===== src/rtl/wave_capture_pkg.sv =====
// Shared definitions for the waveform capture stage and the display path:
// FSM state encodings, sample conversion constant and the conversion helper.
package wave_capture_pkg;

   localparam int SAMPLE_W    = 16;
   localparam int NUM_SAMPLES = 256;

   // Capture FSM state encodings (kept as plain constants for legacy users)
   localparam logic [1:0] ST_ARMED  = 2'd0;
   localparam logic [1:0] ST_ACTIVE = 2'd1;
   localparam logic [1:0] ST_WAIT   = 2'd2;

   // Offset of the last sample in a capture
   localparam logic [7:0] LAST_OFFSET = 8'(NUM_SAMPLES - 1);

   // Flipping the sign bit of the high byte maps signed -128..127 onto 0..255
   localparam logic [7:0] SAMPLE_CONV = 8'h80;

   // Convert a signed sample to the unsigned 8-bit value stored in the RAM
   function automatic logic [7:0] sample_to_u8(input logic [SAMPLE_W-1:0] sample);
      return sample[SAMPLE_W-1 -: 8] ^ SAMPLE_CONV;
   endfunction

endpackage


===== src/rtl/wave_capture_counter.sv =====
// 8-bit capture offset counter. Counts written samples and wraps from 255
// to 0, which leaves it at offset 0 ready for the next capture.
module wave_capture_counter (
   input  logic       clk,
   input  logic       reset,
   input  logic       i_en,
   output logic [7:0] o_count
);

   logic [7:0] r_count;

   // Advance once per captured sample; synchronous clear on reset
   always_ff @(posedge clk) begin
      if (reset) begin
         r_count <= 8'd0;
      end else if (i_en) begin
         r_count <= r_count + 8'd1;
      end else begin
         r_count <= r_count;
      end
   end

   assign o_count = r_count;

endmodule


===== src/rtl/wave_capture.sv =====
// Waveform capture stage: arms on a positive-going zero crossing, writes 256
// converted samples into the RAM half the display is not reading, then waits
// for the display to go idle before swapping halves.
module wave_capture
   import wave_capture_pkg::*;
(
   input  logic                clk,
   input  logic                reset,
   input  logic                new_sample_ready,
   input  logic [SAMPLE_W-1:0] new_sample_in,
   input  logic                wave_display_idle,
   output logic [8:0]          write_address,
   output logic                write_enable,
   output logic [7:0]          write_sample,
   output logic                read_index
);

   logic [1:0] r_state;
   logic [1:0] w_state_nxt;
   logic       r_prev_neg;
   logic       r_read_index;
   logic       w_read_index_nxt;
   logic       r_write_enable;
   logic [8:0] r_write_address;
   logic [7:0] r_write_sample;
   logic [7:0] w_count;
   logic       w_crossing;
   logic       w_write;

   // A crossing compares against the sign of the previous strobed sample
   assign w_crossing = new_sample_ready & r_prev_neg & ~new_sample_in[SAMPLE_W-1];

   // Write qualifier: the crossing sample itself in ARMED, every sample in ACTIVE
   always_comb begin
      w_write = 1'b0;
      case (r_state)
         ST_ARMED:  w_write = w_crossing;
         ST_ACTIVE: w_write = new_sample_ready;
         ST_WAIT:   w_write = 1'b0;
         default:   w_write = 1'b0;
      endcase
   end

   wave_capture_counter u_capture_counter (
      .clk     (clk),
      .reset   (reset),
      .i_en    (w_write),
      .o_count (w_count)
   );

   // Next-state and buffer-swap decision
   always_comb begin
      w_state_nxt      = r_state;
      w_read_index_nxt = r_read_index;
      case (r_state)
         ST_ARMED: begin
            if (w_crossing) begin
               w_state_nxt = ST_ACTIVE;
            end else begin
               w_state_nxt = ST_ARMED;
            end
         end
         ST_ACTIVE: begin
            if (new_sample_ready && (w_count == LAST_OFFSET)) begin
               w_state_nxt = ST_WAIT;
            end else begin
               w_state_nxt = ST_ACTIVE;
            end
         end
         ST_WAIT: begin
            if (wave_display_idle) begin
               w_state_nxt      = ST_ARMED;
               w_read_index_nxt = ~r_read_index;
            end else begin
               w_state_nxt = ST_WAIT;
            end
         end
         default: begin
            w_state_nxt = ST_ARMED;
         end
      endcase
   end

   // State, buffer select and sign history
   always_ff @(posedge clk) begin
      if (reset) begin
         r_state      <= ST_ARMED;
         r_read_index <= 1'b0;
         r_prev_neg   <= 1'b0;
      end else begin
         r_state      <= w_state_nxt;
         r_read_index <= w_read_index_nxt;
         if (new_sample_ready) begin
            r_prev_neg <= new_sample_in[SAMPLE_W-1];
         end else begin
            r_prev_neg <= r_prev_neg;
         end
      end
   end

   // Registered RAM write port; address and data hold between writes
   always_ff @(posedge clk) begin
      if (reset) begin
         r_write_enable  <= 1'b0;
         r_write_address <= 9'd0;
         r_write_sample  <= 8'd0;
      end else begin
         r_write_enable <= w_write;
         if (w_write) begin
            r_write_address <= {~r_read_index, w_count};
            r_write_sample  <= sample_to_u8(new_sample_in);
         end else begin
            r_write_address <= r_write_address;
            r_write_sample  <= r_write_sample;
         end
      end
   end

   assign write_enable  = r_write_enable;
   assign write_address = r_write_address;
   assign write_sample  = r_write_sample;
   assign read_index    = r_read_index;

endmodule

===== config.mk =====
export PLATFORM = sky130hd
export DESIGN_NAME = wave_capture
export DESIGN_NICKNAME = d
export VERILOG_FILES = /design/src/rtl/wave_capture_pkg.sv /design/src/rtl/wave_capture_counter.sv /design/src/rtl/wave_capture.sv
export SDC_FILE = /design/constraint.sdc
export NUM_CORES = 1
export LEC_CHECK = 0
export CORE_UTILIZATION = 50
export DETAILED_ROUTE_END_ITERATION = 12
export GPL_TIMING_DRIVEN = 0
export PLACE_DENSITY_LB_ADDON = 0.05
export REMOVE_ABC_BUFFERS = 1
export SLEW_MARGIN = 20
export SYNTH_ARGS = -nofsm -noshare
export SYNTH_HDL_FRONTEND = slang
export SYNTH_HIERARCHICAL = 1
export SYNTH_SLANG_ARGS = --single-unit

===== constraint.sdc =====
create_clock -name clk -period 2.7 [get_ports clk]
set_input_delay 0.405 -clock clk [delete_from_list [all_inputs] [get_ports clk]]
set_output_delay 0.405 -clock clk [all_outputs]
set_load 0.01 [all_outputs]

# After elaboration in Yosys (flattened, before gate mapping)
# Cells that the tools add are included.
[totals]
regBits = 30
output_inout_bits = 19
in_bits = 20
elab_cells = 23
[op_classes]
n_reduce_logical = 3
mux = 5
n_bitwise = 4
eq_ne = 3
addsub = 1
[op_table]
columns = ["cell", "count"]
rows = [
  ["adder 8 x 1 -> 8 bit, second input constant", 1],
  ["== test 8 bit, second input constant", 1],
  ["case mux 2 bit (3 select lines)", 1],
  ["2-to-1 mux 2 bit", 2],
  ["bitwise AND 1 bit", 2],
  ["== test 2 x 1 -> 1 bit, second input constant", 1],
  ["== test 2 bit, second input constant", 1],
  ["logical NOT 2 bit", 1],
  ["NOT 1 bit", 2],
  ["case mux 1 bit (2 select lines)", 1],
  ["AND reduction 2 bit", 1],
  ["logical AND 1 bit", 1],
  ["2-to-1 mux 1 bit", 1],
]

# Depth between registers and ports, before layout
[depth]
ltp_word = 4
depth_mapped = 8
mapped_depth_nobuf = 5

# Modules after synthesis
# Netlist, hierarchy kept.
[modules_own_cells]
columns = ["mod", "n_inst", "area_each_um2", "seq_area_each_um2", "cells_each"]
rows = [
  ["wave_capture", 1, 1008.5, 440.4, 102],
  ["wave_capture_counter", 1, 339.1, 160.2, 37],
]

# Worst setup path before layout
# OpenSTA, ideal clock, no wires.
[synth_timing]
path_type = "input -> register"
from = "input new_sample_in[15]"
to = "register u_capture_counter.r_count[7] (netlist: u_capture_counter/o_count[7])"
setup_ps = 70
slack_ps = 935
stages = 8
arrival_time_ps = 1695
path_cell_list = "nand2b_1 -> a21oi_2 -> buf_6 -> buf_12 -> buf_4 -> nand4_2 -> or3_1 -> a21oi_1"
[synth_via]
elab_chain_len = 3
[synth_lines]
columns = ["element", "line", "source"]
rows = [
  ["start, declared", "wave_capture.sv:10", "input logic [SAMPLE_W-1:0] new_sample_in,"],
  ["NOT 1 bit", "wave_capture.sv:31", "assign w_crossing = new_sample_ready & r_prev_neg & ~new_sample_in[SAMPLE_W-1];"],
  ["bitwise AND 1 bit", "wave_capture.sv:31", ""],
  ["case mux 1 bit (2 select lines)", "wave_capture.sv:36", "case (r_state)"],
  ["net w_write", "wave_capture.sv:28", "logic w_write;"],
  ["end signal, assigned", "wave_capture_counter.sv:17", "r_count <= r_count + 8'd1;"],
  ["end signal, assigned", "wave_capture_counter.sv:19", "r_count <= r_count;"],
  ["end, declared", "wave_capture_counter.sv:10", "logic [7:0] r_count;"],
]
# The timed path passes the listed nets, and every way through them passes these cells.
# A chain may end at the register's enable or synchronous reset.

# Worst setup path after layout
[layout_timing]
from = "input new_sample_ready"
to = "register u_capture_counter.r_count[7] (netlist: u_capture_counter/o_count[7])"
[layout_via]
elab_chain_len = 3
[layout_lines]
columns = ["element", "line", "source"]
rows = [
  ["start, declared", "wave_capture.sv:9", "input logic new_sample_ready,"],
  ["bitwise AND 1 bit (2 in series)", "wave_capture.sv:31", ""],
  ["case mux 1 bit (2 select lines) *", "wave_capture.sv:36", ""],
]
# Mark *: on every way between the ends. The rest lies on a longest branch, timed or not.

==> flow_summary_export.csv <==
group,metric,value,unit
run_status,status,"finished clean",
sta,setup_slack,574,ps
worst_setup_path,cp-endpoint,"u_capture_counter/o_count[7]",
sta,maxSlewViolCount,0,
global_routing,grt_pass1_vias,888,
route,post_drt_wl_per_cell,11.8,microns
worst_setup_path,cp_max_fo,14,
layout,n_antenna_cell,0,
floorplanning,core-area,2520,sq um
clock_network,cts.htree.levels,2,
layout,area_growth,28.7,%
sta,rsz0062_at_grt,"no",
sta,finalSetupTns,0,ps
pwr,clkPwrFrac,38.3,%
global_routing,grt_antenna_before_repair,0,
pwr,power_leakage,0.588,nW
worst_setup_path,ff2ff_path_depth,6,
global_routing,grt_pass1_wl,3740,microns
clock_network,cts.sinks,30,
sta,min_period,2130,ps
layout,layout_common_cells,"32 x nand2b_1, 30 x dfxtp_1, 29 x clkdlybuf4s50_1, 17 x mux2i_1, 10 x nor2_1",
pwr,p_int,669,uW
clock_network,clockBufferDepth,2,
clock_network,cts_root_buffer,"clkbuf_4",
worst_setup_path,cp-end-kind,"register",
pwr,sequentialPowerShare,53.4,%
route,routed_via_density,5.15,
logic_synthesis,synth_cells,139,
worst_setup_path,cp_cell_sequence,"clkdlybuf4s50_1, nand2b_1, a21oi_4, buf_16, nand4_2, or3_1, a21oi_1",
floorplanning,die-area,2910,sq um
route,drc,0,
logic_synthesis,ys_ff_latch,30,
worst_setup_path,cp.required,2960,ps
sta,worst_pin_slew,603,ps
pwr,p_comb_share,8.4,%
clock_network,postCtsResizedCells,0,
worst_setup_path,rr_endpoint,"u_capture_counter/o_count[7]",
logic_synthesis,synth_cell_type_count,30,
placed_design,place_ws,229,ps
route,dr.pass1.iters,4,
layout,post_route_cells_drive_above_1_share,10.0,%
global_routing,grt_max_degree,48,
worst_setup_path,slowest_delay,550,ps
worst_hold_path,whs_path_depth,2,
worst_setup_path,regToRegSetupSlack,790,ps
placed_design,numPortBuffers,30,
clock_network,numCtsBuffers,5,
floorplanning,dieWidth,53.9,microns
floorplanning,die_y,53.9,microns
sta,finalHoldViolCount,0,
logic_synthesis,syn-cell-area,1350,sq um
placed_design,gp_congestion,0.694,
route,routed-via-count,1030,
worst_setup_path,crit_type,"in2reg",
logic_synthesis,yosysWarningCount,6,
route,drtIter0Drc,20,
sta,clock_skew,5.93,ps
run,drv_cap,0,
pwr,p_sw,182,uW
sta,period_share,78.7,%
worst_setup_path,startpoint_type,"input port",
worst_hold_path,hold_class,"reg2reg",
pwr,p_per_area,491,nW/um^2
worst_setup_path,critPathLaunch,"new_sample_ready",
floorplanning,io_pins,39,
sta,setup_viol,0,
worst_setup_path,arrival,2380,ps
clock_network,clkLatencyLatePin,330,ps
clock_network,post-cts-setup-buffer-count,0,
sta,fmax,0.470,GHz
pwr,switching_share,21.4,%
route,finalWirelength,2360,microns
worst_setup_path,r2r_start,"r_state[1]",
logic_synthesis,yosysSeqAreaShare,44.6,%
pwr,ir_drop,0.000446,V
layout,design_area,1730,sq um
global_routing,grt-ovfl-total,0,
placed_design,dp_hpwl,1620,microns
sta,maxSlewHeadroom,59.8,%
clock_network,tritoncts,"yes",
floorplanning,rows,18,
route,final_antenna_net_count,0,
clock_network,clkTransAtPathRegs,90,ps
logic_synthesis,avgSynthCellArea,9.69,sq um
floorplanning,start_util,53.4,%
worst_setup_path,critPathSlowestCell,"clkdlybuf4s50_1",
layout,final_util,68.8,%
layout,nets,190,
global_routing,track_usage,19.0,%
placed_design,dpl-instance-area,1660,sq um
layout,final_common_cell,"nand2b_1",
clock_network,ctsHoldBuffers,0,
## worst min-delay path by stage
stage                                       from                            to
global route                    write_address[4]              write_address[4]
finish                          write_address[6]              write_address[6]
global placement                write_address[6]              write_address[6]
CTS                              write_sample[5]               write_sample[5]
detailed placement              write_address[7]              write_address[7]
floorplan           u_capture_counter/o_count[7]  u_capture_counter/o_count[7]
## power groups by stage
| stage | Sequential, mW | Combinational [mW] | Clock (mW) |
|---|---|---|---|
| floorplan | 0.466 | 0.0287 | 0 |
| global placement | 0.464 | 0.0673 | 0 |
| detailed placement | 0.464 | 0.0721 | 0 |
| CTS | 0.454 | 0.0723 | 0.336 |
| global route | 0.456 | 0.0769 | 0.361 |
| finish | 0.454 | 0.0711 | 0.326 |
## Yosys cell counts (all sizes together)
cell type | n | share of area [%]
nand2b | 32 | 15
dfxtp | 30 | 45
mux2i | 17 | 13
nor2 | 10 | 2.8
buf | 6 | 3.9
o21ai | 6 | 2.2
a21oi | 5 | 2.1
nand3 | 5 | 1.9
nand4 | 4 | 2.3
or3 | 4 | 2.2
xor2 | 4 | 2.6
nand2 | 3 | 0.84
clkbuf | 2 | 0.56
nor2b | 2 | 0.93
ha | 1 | 0.93
inv | 1 | 0.28
mux2 | 1 | 0.84
nand3b | 1 | 0.56
nor3 | 1 | 0.37
nor3b | 1 | 0.56
o31ai | 1 | 0.93
or2 | 1 | 0.46
xnor2 | 1 | 0.65
## registers in the layout (all words and copies together) (netlist names)
signal,cells
r_prev_neg,1
r_state,2
read_index,1
u_capture_counter/o_count,8
write_address,9
write_enable,1
write_sample,8
## worst max-delay path: cells and delay by family
| family | cells | cell delay, ps |
|---|---|---|
| AOI/OAI and AO/OA | 2 | 550 |
| buffers and inverters | 2 | 760 |
| and+or+nand+nor | 3 | 640 |
## cell families after synthesis
family | Yosys count | synth area share [%]
buffers and inverters | 9 | 4.74
AND/OR/NAND/NOR | 64 | 27.8
XOR/XNOR | 5 | 3.25
AO/OA/AOI/OAI | 12 | 5.29
multiplexers | 18 | 13.5
adder cells (fa/ha/maj) | 1 | 0.928
flip-flops | 30 | 44.6
## area by class of cell
type | instances | area (sq um)
fillers | 219 | 788
multi-input cells | 100 | 691
flip-flops and latches | 30 | 601
repair buffers | 31 | 323
clock buffers | 8 | 78.8
well taps | 30 | 37.5
inverters | 1 | 3.75
## per-stage QoR
stage	hold slack [ps]	total power, mW	std cells
after global placement	457	0.531	191
final	475	0.851	200
after detailed placement	469	0.537	192
after CTS	483	0.863	200
after floorplan	465	0.495	131
after global routing	494	0.893	200
## per-layer routing
| layer | part of all wire [%] | GRT usage, % | routed length (microns) | vias to the layer above |
|---|---|---|---|---|
| met4 | 1.9 | 8.77 | 44 | 0 |
| li1 | - | - | - | 524 |
| met1 | 44 | 20.7 | 1050 | 477 |
| met5 | 0 | 0 | 0 | - |
| met3 | 5.9 | 9.32 | 140 | 5 |
| met2 | 48 | 30.7 | 1130 | 24 |
(Power assumes the default switching activity.)
